## src/rtl/out_arb_pkg.sv

```systemverilog
// Shared types and the round-robin search used by the output arbiter.
package out_arb_pkg;

  typedef enum logic {IDLE = 1'b0, BUSY = 1'b1} state_e;

  localparam int RR_MAX = 16;

  // First set bit of mask at or after ptr, wrapping modulo n (n <= RR_MAX).
  // Returns ptr when mask is empty; callers only use it when some bit is set.
  function automatic logic [3:0] rr_next(input logic [RR_MAX-1:0] mask,
                                         input logic [3:0] ptr, input int n);
    logic [3:0] res;
    logic       found;
    logic [4:0] idx;
    res   = ptr;
    found = 1'b0;
    for (int i = 0; i < RR_MAX; i++) begin
      idx = 5'(ptr) + 5'(i);
      if (idx >= 5'(n)) idx = idx - 5'(n);
      if (i < n && !found && mask[idx[3:0]]) begin
        res   = idx[3:0];
        found = 1'b1;
      end
    end
    return res;
  endfunction

endpackage

```

## src/rtl/out_arb_rr_pick.sv

```systemverilog
// Combinational round-robin picker: first requester at or after ptr.
module rr_pick
  import out_arb_pkg::*;
#(
  parameter  int N  = 4,
  localparam int PW = $clog2(N)
) (
  input  logic [N-1:0]  mask,
  input  logic [PW-1:0] ptr,
  output logic [PW-1:0] idx
);

  logic [RR_MAX-1:0] mask_w;

  assign mask_w = RR_MAX'(mask);
  assign idx    = PW'(rr_next(mask_w, 4'(ptr), N));

endmodule

```

## src/rtl/out_arb.sv

```systemverilog
// Round-robin arbiter sharing one registered output beat between N requesters,
// granting bursts of up to MAX_BURST beats and rotating priority on release.
module out_arb
  import out_arb_pkg::*;
#(
  parameter  int N         = 4,
  parameter  int WIDTH     = 8,
  parameter  int MAX_BURST = 4,
  localparam int PW        = $clog2(N),
  localparam int CW        = $clog2(MAX_BURST + 1)
) (
  input  logic               ref_clk,
  input  logic               rst_n,
  input  logic [N-1:0]       req_valid,
  input  logic [N*WIDTH-1:0] req_data,
  output logic [N-1:0]       req_ready,
  output logic [WIDTH-1:0]   out,
  output logic               out_valid,
  output logic [PW-1:0]      out_src,
  input  logic               out_ready
);

  state_e            state_q, state_d;
  logic [PW-1:0]     ptr_q, ptr_d;
  logic [PW-1:0]     grant_q, grant_d;
  logic [CW-1:0]     cnt_q, cnt_d;
  logic [WIDTH-1:0]  out_q, out_d;
  logic              out_valid_q, out_valid_d;
  logic [PW-1:0]     out_src_q, out_src_d;

  logic [PW-1:0]     pick_idx;
  logic              slot_free;
  logic              rel;
  logic [CW-1:0]     cnt_inc;

  rr_pick #(.N(N)) u_pick (
    .mask (req_valid),
    .ptr  (ptr_q),
    .idx  (pick_idx)
  );

  assign cnt_inc = cnt_q + CW'(1);

  always_comb begin
    state_d     = state_q;
    ptr_d       = ptr_q;
    grant_d     = grant_q;
    cnt_d       = cnt_q;
    out_d       = out_q;
    out_valid_d = out_valid_q;
    out_src_d   = out_src_q;
    req_ready   = '0;
    rel         = 1'b0;
    slot_free   = ~out_valid_q | out_ready;

    // Downstream drain; a transfer below refills the slot in the same cycle.
    if (out_ready) out_valid_d = 1'b0;

    case (state_q)
      IDLE: begin
        if (|req_valid) begin
          grant_d = pick_idx;
          cnt_d   = '0;
          state_d = BUSY;
        end
      end
      BUSY: begin
        req_ready[grant_q] = slot_free;
        if (slot_free) begin
          if (req_valid[grant_q]) begin
            out_d       = req_data[int'(grant_q)*WIDTH +: WIDTH];
            out_valid_d = 1'b1;
            out_src_d   = grant_q;
            cnt_d       = cnt_inc;
            if (cnt_inc == CW'(MAX_BURST)) rel = 1'b1;
          end else begin
            // Requester went quiet while we could have taken a beat.
            rel = 1'b1;
          end
        end
        if (rel) begin
          ptr_d   = (grant_q == PW'(N - 1)) ? '0 : grant_q + PW'(1);
          state_d = IDLE;
        end
      end
      default: state_d = IDLE;
    endcase
  end

  always_ff @(posedge ref_clk) begin
    if (!rst_n) begin
      state_q     <= IDLE;
      ptr_q       <= '0;
      grant_q     <= '0;
      cnt_q       <= '0;
      out_q       <= '0;
      out_valid_q <= 1'b0;
      out_src_q   <= '0;
    end else begin
      state_q     <= state_d;
      ptr_q       <= ptr_d;
      grant_q     <= grant_d;
      cnt_q       <= cnt_d;
      out_q       <= out_d;
      out_valid_q <= out_valid_d;
      out_src_q   <= out_src_d;
    end
  end

  assign out       = out_q;
  assign out_valid = out_valid_q;
  assign out_src   = out_src_q;

endmodule
```

## config.mk

```make
export PLATFORM = sky130hd
export DESIGN_NAME = out_arb
export DESIGN_NICKNAME = d
export VERILOG_FILES = /design/src/rtl/out_arb_pkg.sv /design/src/rtl/out_arb_rr_pick.sv /design/src/rtl/out_arb.sv
export SDC_FILE = /design/constraint.sdc
export NUM_CORES = 1
export LEC_CHECK = 0
export ABC_AREA = 1
export CORE_MARGIN = 3
export CORE_UTILIZATION = 30
export CTS_BUF_LIST = sky130_fd_sc_hd__clkbuf_4
export DETAILED_ROUTE_END_ITERATION = 8
export HOLD_SLACK_MARGIN = 0.02
export RECOVER_POWER = 50
export SETUP_SLACK_MARGIN = 0.2
export SLEW_MARGIN = 20
export SYNTH_ARGS = -nofsm -noshare
export SYNTH_HDL_FRONTEND = slang
export SYNTH_HIERARCHICAL = 1
export SYNTH_SLANG_ARGS = --single-unit
```

## constraint.sdc

```tcl
create_clock -name ref_clk -period 3.05 [get_ports ref_clk]
set_input_delay 0.61 -clock ref_clk [delete_from_list [all_inputs] [get_ports ref_clk]]
set_output_delay 0.61 -clock ref_clk [all_outputs]
set_load 0.02 [all_outputs]
```

# Word-level counts from Yosys, hierarchy flattened
# Index checks and enable logic that the tools add are counted.
[word_totals]
regBits = 19
out_inout_bits = 15
word_cells = 88
[op_classes]
n_addsub = 9
bitwise_logic = 4
shifts = 1
muxes = 40
n_reduce_logical = 12
eq_ne = 5
magnitude_cmp = 10
[ops]
columns = ["operator", "count"]
rows = [
  ["$shiftx A32 B6 Y8", 1],
  ["$lt A4 B5 Y1 const B", 4],
  ["$mux W4", 5],
  ["$mux W1", 19],
  ["$bmux W1 S4", 4],
  ["$ge A5 B3 Y1 const B", 3],
  ["$sub A4 B3 Y4 const B", 3],
  ["$mux W2", 5],
  ["$mux W3", 3],
  ["$add A2 B2 Y3 const B", 2],
  ["$pmux W3 S2", 1],
  ["$reduce_and A3 Y1", 2],
  ["$and A4 B4 Y4", 1],
  ["$logic_and A1 B1 Y1", 4],
  ["$ne A2 B1 Y1 const B", 2],
  ["$reduce_and A2 Y1", 2],
  ["$reduce_or A4 Y1", 1],
  ["$sub A2 B3 Y4 const B", 1],
  ["$add A2 B1 Y3 const B", 1],
  ["$add A3 B1 Y3 const B", 1],
  ["$eq A3 B3 Y1 const B", 1],
  ["$ge A2 B3 Y1 const B", 1],
  ["$logic_not A1 Y1", 3],
  ["$lt A2 B3 Y1 const B", 1],
  ["9 further kinds", 10],
]

# Depth between registers and ports, before layout
[logic_depth]
word_depth = 14
depth_mapped = 12
ltp_nobuf = 12

# By module
# Netlist, hierarchy kept.
[by_module_without_submodules]
columns = ["mod", "area_per_inst_um2", "n_inst", "seq_area_each_um2", "cells_per_inst"]
rows = [
  ["out_arb", 1246.2, 1, 380.4, 184],
  ["rr_pick", 316.6, 1, 0.0, 59],
]

# Worst setup path before layout
# OpenSTA, ideal clock, no wires.
[synth_timing]
kind = "flip-flop to flip-flop"
startpoint = "register ptr_q[0]"
endpoint = "register grant_q[0]"
path_stages_with_launch = 13
synth_period_minus_slack_ns = 1.813
t_arrival_ns = 1.692
slack_ns = 1.237
required_time_ns = 2.929
setup_time_ns = 0.121
path_cell_list = "dfxtp_1 -> inv_2 -> ha_1 -> inv_1 -> nand3_2 -> nand3_2 -> nand2_1 -> clkinv_1 -> nand2_1 -> nand2_1 -> o21ai_1 -> o21ai_0 -> a21oi_1"
[synth_between]
elab_chain_len = 14
word_cells_on_any_way = 36
[synth_lines]
columns = ["item", "line", "source"]
rows = [
  ["from (decl)", "out_arb.sv:24", "logic [PW-1:0] ptr_q, ptr_d;"],
  ["from (signal assigned)", "out_arb.sv:101", "ptr_q <= ptr_d;"],
  ["parallel branches: the longest is 13 deep, another holds $sub A4 B3 Y4", "n/a", ""],
  ["$mux W2 *", "out_arb_pkg.sv:20", "if (i < n && !found && mask[idx[3:0]]) begin"],
  ["via pick_idx[0]", "out_arb.sv:31", "logic [PW-1:0] pick_idx;"],
  ["to (signal assigned)", "out_arb.sv:102", "grant_q <= grant_d;"],
  ["to (decl)", "out_arb.sv:25", "logic [PW-1:0] grant_q, grant_d;"],
]
# Mark *: on every way through the listed nets, which the timed path passes. The select of a mux whose other input is x is not followed.
# A chain may end at the register's enable or synchronous reset.

# Final worst setup path
[layout_timing]
startpoint = "input out_ready"
endpoint = "output req_ready[1]"
[layout_between]
elab_chain_len = 3
[layout_lines]
columns = ["item", "line", "source"]
rows = [
  ["from (decl)", "out_arb.sv:20", "input logic out_ready"],
  ["$or A1 B1 Y1", "out_arb.sv:54", "slot_free = ~out_valid_q | out_ready;"],
  ["$and A4 B4 Y4 (no line)", "n/a", ""],
  ["$mux W4", "out_arb.sv:59", "case (state_q)"],
  ["to (decl)", "out_arb.sv:16", "output logic [N-1:0] req_ready,"],
]
# No other way between the ends.

==> impl_metrics.env <==
export IMPL_critPathMaxFanout=4
export IMPL_ant_nets=0
export IMPL_place_gp_congestion=0.784
export IMPL_syn_inst=243
export IMPL_synth_ff_type="dfxtp_1"
export IMPL_route_detailed_vias_per_inst=4.62
export IMPL_maxClockFrequency_ghz=0.370
export IMPL_clk_pin_slew_ns=0.13
export IMPL_report_final_setup_viol=0
export IMPL_grt_total_usage=0.134
export IMPL_peakVddDrop_mv=0.240
export IMPL_drc=0
export IMPL_fp_dieArea_um2=6110
export IMPL_status="completed"
export IMPL_cts_setup_buffers=0
export IMPL_die_height_um=78.2
export IMPL_async_flop_share=0
export IMPL_wl_um=4110
export IMPL_multiInputGateArea_um2=990
export IMPL_numClockSinks=19
export IMPL_clock_tree_root_driver_cell="clkbuf_4"
export IMPL_power_density_cell_area_nw_per_um2=572
export IMPL_fin_nets=345
export IMPL_final_period_minus_worst_setup_slack_ns=2.70
export IMPL_yosys_register_bits=19
export IMPL_clock_latency_ns=0.31
export IMPL_place_detailed_hpwl_um=3150
export IMPL_number_of_distinct_standard_cells_referenced_by_the_synthesized_netlist=25
export IMPL_postLayoutCellArea_um2=2140
export IMPL_final_layout_size_suffix_gt1_frac=0.102
export IMPL_layout_area_seq_um2=380
export IMPL_design_portCount=54
export IMPL_n_fill_cell=535
export IMPL_endpoint_arrival_time_on_the_critical_path_ns=2.09
export IMPL_via_count=1673
export IMPL_antenna_violations_before_repair=0
export IMPL_first_pass_grt_wire_length_um=6690
export IMPL_area_overhead_of_the_layout_relative_to_synthesis_pct=36.9
export IMPL_worstMarginPinSlew_ns=0.952
export IMPL_core_area_um2=4880
export IMPL_post_synth_cell_area_avg_um2=6.43
export IMPL_globalRouteOverflowTotal=0
export IMPL_num_rows=25
export IMPL_clock_skew_final_ns=0.0103
export IMPL_synth_top_cell_by_area="dfxtp_1"
export IMPL_critPathLaunchType="input pin"
export IMPL_fin_total_pwr_w=0.00122
export IMPL_port_buffers=53
export IMPL_cts_inserted_buffers=3
export IMPL_synth_seq_area_share=0.243
export IMPL_timing_final_crit_share=0.886
export IMPL_post_synth_most_frequent_cells="nand2_1 (54), nor2_1 (40), inv_1 (23)"
export IMPL_placedInstanceArea_um2=2140
export IMPL_setup_total_negative_slack_ns=0
export IMPL_yosysMostFrequentCell="nand2_1"
export IMPL_maxCapViolCount=0
export IMPL_finalHoldViolations=0
export IMPL_holdBufCountCts=0
export IMPL_worstSetupPathType="input pin to output port"
export IMPL_yosysWarningCount=6
export IMPL_final_layout_worst_hold_slack_ns=0.472
export IMPL_worst_setup_ep_type="output port"
export IMPL_rsz0062_at_grt="false"
export IMPL_grt_pass1_vias=1440
export IMPL_largest_net_degree_at_the_start_of_global_routing=23
export IMPL_synth_top_cells_by_area="dfxtp_1 (24%), nand2_1 (13%), nor2_1 (9.6%)"
export IMPL_post_route_util=0.438
export IMPL_initial_util=0.320
export IMPL_drt_first_iter_violations=57
export IMPL_max_slew_margin_rel=0.363
export IMPL_synth_nets=292
export IMPL_drt_first_pass_iters=4
export IMPL_chipWidth_um=78.2
export IMPL_cts_max_path_buffers=2
export IMPL_post_cts_resized=0
export IMPL_slew_viol_final=0
export IMPL_cts_max_level=1
export IMPL_hp_class="register to register"
export IMPL_antenna_diode_count=0
export IMPL_leakage_nw=0.945
export IMPL_crit_required_ns=2.44
export IMPL_post_synthesis_instance_area_um2=1560
export IMPL_synth_enable_flop_cells=0
export IMPL_cts_tree="yes"
export IMPL_synth_top_area_share=0.243
export IMPL_avgRoutedWirePerCell_um=11.3
[cell type report]
class,count,share of cell area
flip-flops and latches,19,0.178
clock buffers,3,0.0105
clock inverters,1,0.00234
well taps,67,0.0392
inverters,26,0.0456
multi-input cells,189,0.463
repair buffers,57,0.262
[layout by cell type (no fill, tap or decap)]
master           instances
a21oi_1                 11
and2_1                   1
buf_4                    4
clkbuf_4                 3
clkdlybuf4s50_1         50
clkinv_1                 1
clkinv_2                 1
dfxtp_1                 19
dlygate4sd3_1            3
ha_1                    10
inv_1                   23
inv_2                    2
nand2_1                 54
nand2_2                 12
nand3_1                 19
nand3_2                  4
nand3_4                  1
nand4_1                  4
nor2_1                  40
nor2_2                   1
nor2_4                   1
nor2_8                   1
nor3_1                   1
o21ai_0                 19
o21ai_1                  2
o22ai_1                  8
[kinds of logic after synthesis]
group | after synthesis | share of synthesized area
compound gates | 40 | 0.135
fa+ha+maj | 10 | 0.0801
buf+inv | 35 | 0.107
flops | 19 | 0.243
simple gates | 139 | 0.435
[worst max-delay path: stages]
cell and delay (ns):
clkdlybuf4s50_1 0.42, nor2_2 0.27, inv_1 0.13, nand2_1 0.08, nor2_1 0.04, clkdlybuf4s50_1 0.54
[metal layers]
metal / up-vias / share of wire / GRT usage
met2: 46 / 0.46 / 0.220
met5: - / 0 / 0
li1: 885 / - / -
met4: 0 / 0.019 / 0.0332
met1: 736 / 0.48 / 0.180
met3: 6 / 0.038 / 0.0275
[registers in the layout, summed over array words and instances (netlist names)]
register   count
grant_q        2
out            8
state_q        1
ptr_q          2
cnt_q          3
out_src        2
out_valid      1
[stage by stage]
stage	cells	worst slack, ns
after floorplan	243	1.24
after global placement	358	0.388
after detailed placement	358	0.339
after CTS	362	0.336
after global routing	362	0.285
final	362	0.348
[power by group]
group | internal (W) | leakage, nW | switching [W]
combinational | 0.000307 | 0.771 | 0.000436
clock | 0.0000489 | 0.0177 | 0.0000875
sequential | 0.000297 | 0.156 | 0.0000464
[final timing paths]
check | startpoint | to | slack [ns] | cells after the start
min reg2reg | out_src[1] | out_src[1] | 0.47 | 2
max | out_ready | req_ready[1] | 0.35 | 6
max reg2reg | grant_q[0] | cnt_q[0] | 0.74 | 8
min | out_src[1] | out_src[1] | 0.47 | 2
Note: power is estimated with default switching activity, not from simulation.
